## config.mk

```make
export PLATFORM = sky130hd
export DESIGN_NAME = s2_kes_sched
export DESIGN_NICKNAME = d
export VERILOG_FILES = /design/src/rtl/s2_kes_sched.sv
export SDC_FILE = /design/constraint.sdc
export NUM_CORES = 1
export LEC_CHECK = 0
export CAP_MARGIN = 20
export CORE_MARGIN = 2
export CORE_UTILIZATION = 45
export DETAILED_ROUTE_END_ITERATION = 6
export MAX_ROUTING_LAYER = met4
export PLACE_DENSITY = 0.73
export SLEW_MARGIN = 10
export SYNTH_ARGS = -nofsm -noshare
export SYNTH_HDL_FRONTEND = slang
export SYNTH_SLANG_ARGS = --single-unit
```

## constraint.sdc

```tcl
create_clock -name clk -period 5.3 [get_ports clk]
set_clock_uncertainty 0.15 [all_clocks]
set_input_delay 0.53 -clock clk [delete_from_list [all_inputs] [get_ports clk]]
set_output_delay 0.53 -clock clk [all_outputs]
set_load 0.005 [all_outputs]
```

## src/rtl/s2_kes_sched.sv

```systemverilog
// Sequencer between the syndrome stage and the DCME key-equation solver:
// 2-deep syndrome FIFO, zero-syndrome bypass, solver launch/qualify, watchdog.
module s2_kes_sched #(
    parameter int TAG_W   = 4,
    parameter int TIMEOUT = 8
) (
    input  logic             clk,
    input  logic             rst,
    input  logic             syn_valid,
    output logic             syn_ready,
    input  logic [7:0]       syn0,
    input  logic [7:0]       syn1,
    input  logic [7:0]       syn2,
    input  logic [7:0]       syn3,
    input  logic [TAG_W-1:0] syn_tag,
    output logic             kes_ena,
    output logic [7:0]       kes_syn0,
    output logic [7:0]       kes_syn1,
    output logic [7:0]       kes_syn2,
    output logic [7:0]       kes_syn3,
    input  logic             kes_done,
    input  logic [7:0]       kes_lambda0,
    input  logic [7:0]       kes_lambda1,
    input  logic [7:0]       kes_lambda2,
    input  logic [7:0]       kes_omega0,
    input  logic [7:0]       kes_omega1,
    output logic             out_valid,
    input  logic             out_ready,
    output logic [7:0]       out_lambda0,
    output logic [7:0]       out_lambda1,
    output logic [7:0]       out_lambda2,
    output logic [7:0]       out_omega0,
    output logic [7:0]       out_omega1,
    output logic [TAG_W-1:0] out_tag,
    output logic             out_err_free,
    output logic             out_fail,
    output logic             busy
);
    localparam int WD_W = $clog2(TIMEOUT + 1);

    typedef struct packed {
        logic [TAG_W-1:0] tag;
        logic [7:0]       s3;
        logic [7:0]       s2;
        logic [7:0]       s1;
        logic [7:0]       s0;
    } entry_t;

    typedef enum logic [4:0] {
        IDLE   = 5'b00001,
        LAUNCH = 5'b00010,
        ARM    = 5'b00100,
        WAIT   = 5'b01000,
        OUT    = 5'b10000
    } state_t;

    state_t           state;
    entry_t           fifo [2];
    entry_t           head;
    logic             rd_ptr;
    logic             wr_ptr;
    logic [1:0]       count;
    logic             full;
    logic             empty;
    logic             head_zero;
    logic             push;
    logic             pop;
    logic [WD_W-1:0]  wdog;
    logic [TAG_W-1:0] tag_q;

    assign full      = (count == 2'd2);
    assign empty     = (count == 2'd0);
    assign syn_ready = !full;
    assign head      = fifo[rd_ptr];
    assign head_zero = ({head.s3, head.s2, head.s1, head.s0} == 32'd0);
    assign push      = syn_valid && !full;
    assign pop       = (state == LAUNCH) || ((state == IDLE) && !empty && head_zero);

    assign kes_syn0 = head.s0;
    assign kes_syn1 = head.s1;
    assign kes_syn2 = head.s2;
    assign kes_syn3 = head.s3;
    assign busy     = (state != IDLE) || !empty;

    // Storage needs no reset; validity is tracked by count.
    always_ff @(posedge clk) begin
        if (push)
            fifo[wr_ptr] <= '{tag: syn_tag, s3: syn3, s2: syn2, s1: syn1, s0: syn0};
    end

    always_ff @(posedge clk) begin
        if (rst) begin
            rd_ptr <= 1'b0;
            wr_ptr <= 1'b0;
            count  <= 2'd0;
        end else begin
            if (push)
                wr_ptr <= ~wr_ptr;
            if (pop)
                rd_ptr <= ~rd_ptr;
            count <= count + {1'b0, push} - {1'b0, pop};
        end
    end

    always_ff @(posedge clk) begin
        if (rst) begin
            state        <= IDLE;
            kes_ena      <= 1'b0;
            out_valid    <= 1'b0;
            wdog         <= '0;
            tag_q        <= '0;
            out_lambda0  <= '0;
            out_lambda1  <= '0;
            out_lambda2  <= '0;
            out_omega0   <= '0;
            out_omega1   <= '0;
            out_tag      <= '0;
            out_err_free <= 1'b0;
            out_fail     <= 1'b0;
        end else begin
            case (state)
                IDLE: begin
                    if (!empty) begin
                        if (head_zero) begin
                            out_lambda0  <= '0;
                            out_lambda1  <= '0;
                            out_lambda2  <= '0;
                            out_omega0   <= '0;
                            out_omega1   <= '0;
                            out_tag      <= head.tag;
                            out_err_free <= 1'b1;
                            out_fail     <= 1'b0;
                            out_valid    <= 1'b1;
                            state        <= OUT;
                        end else begin
                            kes_ena <= 1'b1;
                            state   <= LAUNCH;
                        end
                    end
                end
                LAUNCH: begin
                    tag_q   <= head.tag;
                    kes_ena <= 1'b0;
                    state   <= ARM;
                end
                // kes_done still reflects the previous solve here.
                ARM: begin
                    wdog  <= '0;
                    state <= WAIT;
                end
                WAIT: begin
                    if (kes_done) begin
                        out_lambda0  <= kes_lambda0;
                        out_lambda1  <= kes_lambda1;
                        out_lambda2  <= kes_lambda2;
                        out_omega0   <= kes_omega0;
                        out_omega1   <= kes_omega1;
                        out_tag      <= tag_q;
                        out_err_free <= 1'b0;
                        out_fail     <= 1'b0;
                        out_valid    <= 1'b1;
                        state        <= OUT;
                    end else if (wdog == WD_W'(TIMEOUT)) begin
                        out_lambda0  <= '0;
                        out_lambda1  <= '0;
                        out_lambda2  <= '0;
                        out_omega0   <= '0;
                        out_omega1   <= '0;
                        out_tag      <= tag_q;
                        out_err_free <= 1'b0;
                        out_fail     <= 1'b1;
                        out_valid    <= 1'b1;
                        state        <= OUT;
                    end else begin
                        wdog <= wdog + 1'b1;
                    end
                end
                OUT: begin
                    if (out_ready) begin
                        out_valid <= 1'b0;
                        state     <= IDLE;
                    end
                end
                default: begin
                    kes_ena   <= 1'b0;
                    out_valid <= 1'b0;
                    state     <= IDLE;
                end
            endcase
        end
    end
endmodule

```

; Word-level counts from Yosys, hierarchy flattened
; Memory sizes are Yosys's and may differ from the RTL's. A register that Yosys moved wholly into a read port is not among the register bits.
; Cells that the tools add are included.
; W data, S select, Z words.
[word_totals]
ff_bits = 65
ramBits = 72
inputBits = 81
output_inout_bits = 82
mem_count = 1
[memory_table]
columns = memory, depth, width, read_ports, rd_ports_with_merged_regs, write_ports, line
row1 = fifo, 2, 36, 1, 1, 1, 58  ; entry_t fifo [2];
[classes]
add_sub_neg = 3
n_eq_ne = 15
n_mux = 47
bitwise = 4
n_reduce_logical = 18
[op_table]
columns = operator, count
row1 = $pmux W8 S2, 5
row2 = $mux W8, 8
row3 = $logic_not A32 Y1, 1
row4 = $mux W5, 5
row5 = $pmux W5 S5, 1
row6 = $mux W4, 6
row7 = $mux W1, 16
row8 = $pmux W4 S2, 2
row9 = $ne A2 B2 Y1 const B, 6
row10 = $reduce_and A3 Y1, 3
row11 = $pmux W1 S2, 3
row12 = $eq A5 B1 Y1 const B, 1
row13 = $eq A5 B2 Y1 const B, 1
row14 = $eq A5 B3 Y1 const B, 1
row15 = $eq A5 B4 Y1 const B, 1
row16 = $eq A5 B5 Y1 const B, 1
row17 = $ne A5 B1 Y1 const B, 1
row18 = $reduce_and A5 Y1, 1
row19 = $add A4 B1 Y4 const B, 1
row20 = $eq A4 B4 Y1 const B, 1
row21 = $not A1 Y1, 4
row22 = $pmux W1 S4, 1
row23 = $reduce_and A4 Y1, 1
row24 = $reduce_bool A2 Y1, 2
row25 = 10 further kinds, 14

; Depth between registers and ports, before layout
[logic_depth]
word_depth = 7
mapped_depth = 10
mapped_depth_nobuf = 9

; Worst setup path after synthesis
; Ideal clock, no wire load.
[synth_path]
kind = input to register
start = input syn_valid
end = memory fifo[0][0] in the netlist's numbering (enable)
setup_time_ns = 0.429
arrival_ns = 2.171
path_slack_ns = 2.550
stages = 2
path_buffers = 0
path_cell_list = nand2_1 nor2_1
[synth_via]
elab_chain_cells = 3
[synth_lines]
columns = element, line
row1 = start: declaration, 9  ; input logic syn_valid,
row2 = $logic_and A1 B1 Y1, 76  ; assign push = syn_valid && !full;
row3 = $mux W1, 87  ; if (push)
row4 = $mux W1 (not written as such), 88  ; fifo[wr_ptr] <= '{tag: syn_tag, s3: syn3, s2: syn2, s1: syn1, s0: syn0};
row5 = end: declaration, 58
; No other way between the ends.

==> qor.txt <==
Worst Min Path Start: out_err_free
CTS tree: built
Async S/R FF share, synth: 0%
Sequential area share after synthesis: 56.3%
Initial antenna violation count: 0
Root buffer cell: clkbuf_16
DP HPWL: 10100 µm
Final Max Tran Viols: 0
Switch share: 28.3%
Tot GR Track Use: 20.7%
Initial drt markers: 445
Syn nets: 602
Fill count: 1056
R2R depth: 8
HP Class: flop to flop
Area Growth Syn to Fin: 33.8%
Final setup TNS: 0 ns
Clock Tree Buf Depth: 2
Worst setup EP type: flop
Critical path buffers and inverters: 0
Reg power frac: 40.3%
Setup bufs post-CTS: 0
Ys flop type: edfxtp_1
CP arrival: 3.58 ns
CTS sink cnt: 138
Worst skew pair latency: 0.41 ns
WP data required: 5.45 ns
Worst Setup EP: count[1]
Crit path depth: 8
Flop-to-flop setup slack: 1.87 ns
Final net count: 727
Status: completed
Post-synth EDFFs: 72
FF-to-FF End: count[1]
Inst Count DP: 799
Hold Vio Cnt, Final: 0
Final wirelength: 14800 µm
Initial core utilization: 46.3%
Synthesized area per cell: 11.9 µm²
Via count: 4555
M3 GR Usage: 4.46%
Row count: 42
Slowest cell on crit path: dfxtp_2
Gpl congestion: 0.927
GRT overflow: 0
Post-Place Cell Area: 7670 µm²
Dominant cells by area after synthesis: edfxtp_1 (35%), dfxtp_1 (21%), mux2_2 (6.4%)
Max-cap violations: 0
Vias in the first global route: 4389
CP max stage delay: 0.95 ns
CP top delay family: flip-flops
Die extent in y: 121 µm
Mapped Cells: 518
Final Setup Violations: 0
Global-route wire length before repair: 22700 µm
GR peak layer: met2
Post-layout util: 62.0%
PortBufs: 162
Synth Warn #: 0
RSZ-0062 raised after global routing: false
FF+latch count, synth: 138
Cell variety after synth: 54
M2 GR Usage: 34.0%
Area of the core: 13300 µm²
Fraction of layout cells with a size suffix above 1: 11.7%
Wire per inst: 17.8 µm
Internal power: 2.44 mW
Max Fclk: 292 MHz
Yosys top cell by area: edfxtp_1
Final min period: 3.43 ns
Synth Cell Area: 6180 µm²
Pleak: 3.24 nW
Finished Layout Cells: 832
Crit-path max FO: 42
Logic pwr share: 25.5%
Worst setup SP type: flop
Slew HR: 35.9%
Worst-path cell chain: mux2i_1 > o2111ai_1 > or4_1 > nand4_1 > ha_1 > xnor2_1 > and2_1 > mux2_2
Die Wd: 121 µm
Worst Setup Path Type: flop to flop
Met1 Use GR: 25.1%
Design Area, Final: 8280 µm²
Fin crit share: 64.7%
Clk pwr share: 34.2%
Least-Margin Pin Slew: 0.961 ns
WHS Path Cells: 2
CTS Hold Buffers Added: 0
H-tree levels: 4
Routed Antenna Nets: 0
Post-synth top area share: 35.0%
Avg Vias per Cell: 5.47
# IOs: 163
Switching pwr: 963 µW
# DRC: 0
Num CTS Buffers: 17
DRT Pass-1 Iters: 5
ANT cells: 0
Die ar.: 14700 µm²
Clock slew at reported path FFs: 0.06 ns
Largest net degree at the start of global routing: 61
Max rail drop VDD: 0.292 mV
PwrDens: 412 nW/µm²
CTS resizes: 0
[worst min-delay path by stage]
stage                   endpoint  slack (ns)
detailed placement  out_err_free        0.31
finish              out_err_free        0.33
global placement         kes_ena        0.31
floorplan               tag_q[0]        0.30
CTS                 out_err_free        0.33
global route        out_err_free        0.34
[cell usage after synthesis, types with 2 or more instances]
| master | count |
|---|---|
| buf_1 | 4 |
| dfxtp_1 | 66 |
| o21ai_0 | 5 |
| and2_1 | 4 |
| a21o_1 | 40 |
| inv_1 | 7 |
| buf_2 | 7 |
| xnor2_1 | 2 |
| nand3b_1 | 3 |
| or4b_1 | 4 |
| nor4_1 | 11 |
| buf_4 | 32 |
| xor2_1 | 3 |
| and3_1 | 4 |
| nand3_1 | 5 |
| buf_6 | 4 |
| a21oi_1 | 10 |
| clkbuf_1 | 14 |
| nor3_1 | 11 |
| edfxtp_1 | 72 |
| o21a_1 | 2 |
| a22o_1 | 42 |
| o211ai_1 | 4 |
| nand2b_1 | 4 |
| a32oi_1 | 4 |
| nand2_1 | 20 |
| nor2b_1 | 42 |
| mux2_2 | 35 |
| nor2_1 | 19 |
| or2_2 | 2 |
| mux2i_1 | 2 |
| a22oi_1 | 4 |
| nand4_1 | 4 |
| ha_1 | 3 |
| nor3b_1 | 4 |
[cell families (layout without fill, tap and decap cells)]
logic type,Yosys count,count (layout),share of synthesized area (%)
multiplexers,38,38,6.94
AND/OR/NAND/NOR,143,143,13.2
adder cells (fa/ha/maj),3,3,0.607
buffers and inverters,68,206,6.70
XOR/XNOR,5,5,0.708
AO/OA/AOI/OAI,123,123,15.6
flip-flops,138,138,56.3
[cell type report]
| type | instances | area, µm² | share of cell area, % |
|---|---|---|---|
| clock buffer | 18 | 429 | 5.19 |
| clock inverter | 14 | 154 | 1.86 |
| timing repair buffer | 167 | 1670 | 20.1 |
| tap | 176 | 220 | 2.66 |
| inverter | 7 | 26.3 | 0.318 |
| multi-input combinational | 312 | 2290 | 27.7 |
| sequential | 138 | 3480 | 42.1 |
[metrics by stage]
stage                     setup slack, ns  total power, mW  hold slack, ns
final                                1.87             3.41           0.326
after detailed placement             1.90             2.25           0.314
after floorplan                      2.55             1.98           0.299
after global placement               2.02             2.23           0.306
after global routing                 1.64             3.56           0.344
after CTS                            1.88             3.42           0.325
[flip-flops by register name, indices dropped and copies added, names as in the netlist, 4 cells and up, named ones only]
name,flops
fifo,72
out_lambda0,8
out_lambda1,8
out_lambda2,8
out_omega0,8
out_omega1,8
state,5
out_tag,4
tag_q,4
wdog,4
[layout by cell type, fill, tap and decap left out, types with 5 or more instances in the layout]
master           Yosys  final
clkbuf_16            0     17
a21oi_1             10     10
nor3_1              11     11
clkinv_2             0      5
nand3_1              5      5
nor2_1              19     18
nor2b_1             42     42
o21ai_0              5      5
inv_1                7      7
a21o_1              40     40
nor4_1              11     11
nand2_1             20     20
dfxtp_1             66     65
clkdlybuf4s50_1      0    161
a22o_1              42     42
edfxtp_1            72     72
mux2_2              35     35
[worst register-to-register path: cells and delay by family (launching register included)]
family          cells  cell delay (ns)
compound gates      1             0.49
xor+xnor            1             0.07
fa+ha+maj           1             0.17
flops               1             0.95
mux                 2             0.61
simple gates        3             0.89
[power by group through the flow]
stage | clock, mW | sequential (mW) | combinational, mW
5_1_grt | 1.23 | 1.39 | 0.933
6_report | 1.16 | 1.37 | 0.869
4_1_cts | 1.18 | 1.38 | 0.862
3_3_place_gp | 0 | 1.39 | 0.846
2_1_floorplan | 0 | 1.34 | 0.645
3_5_place_dp | 0 | 1.40 | 0.855
[layer usage]
metal / vias to the layer above / wire length [µm]
met2: 145 / 7450
met3: 27 / 677
li1: 2162 / -
met4: 0 / 343
met5: - / 0
met1: 2221 / 6320
Note: power is estimated with default switching activity, not from simulation.
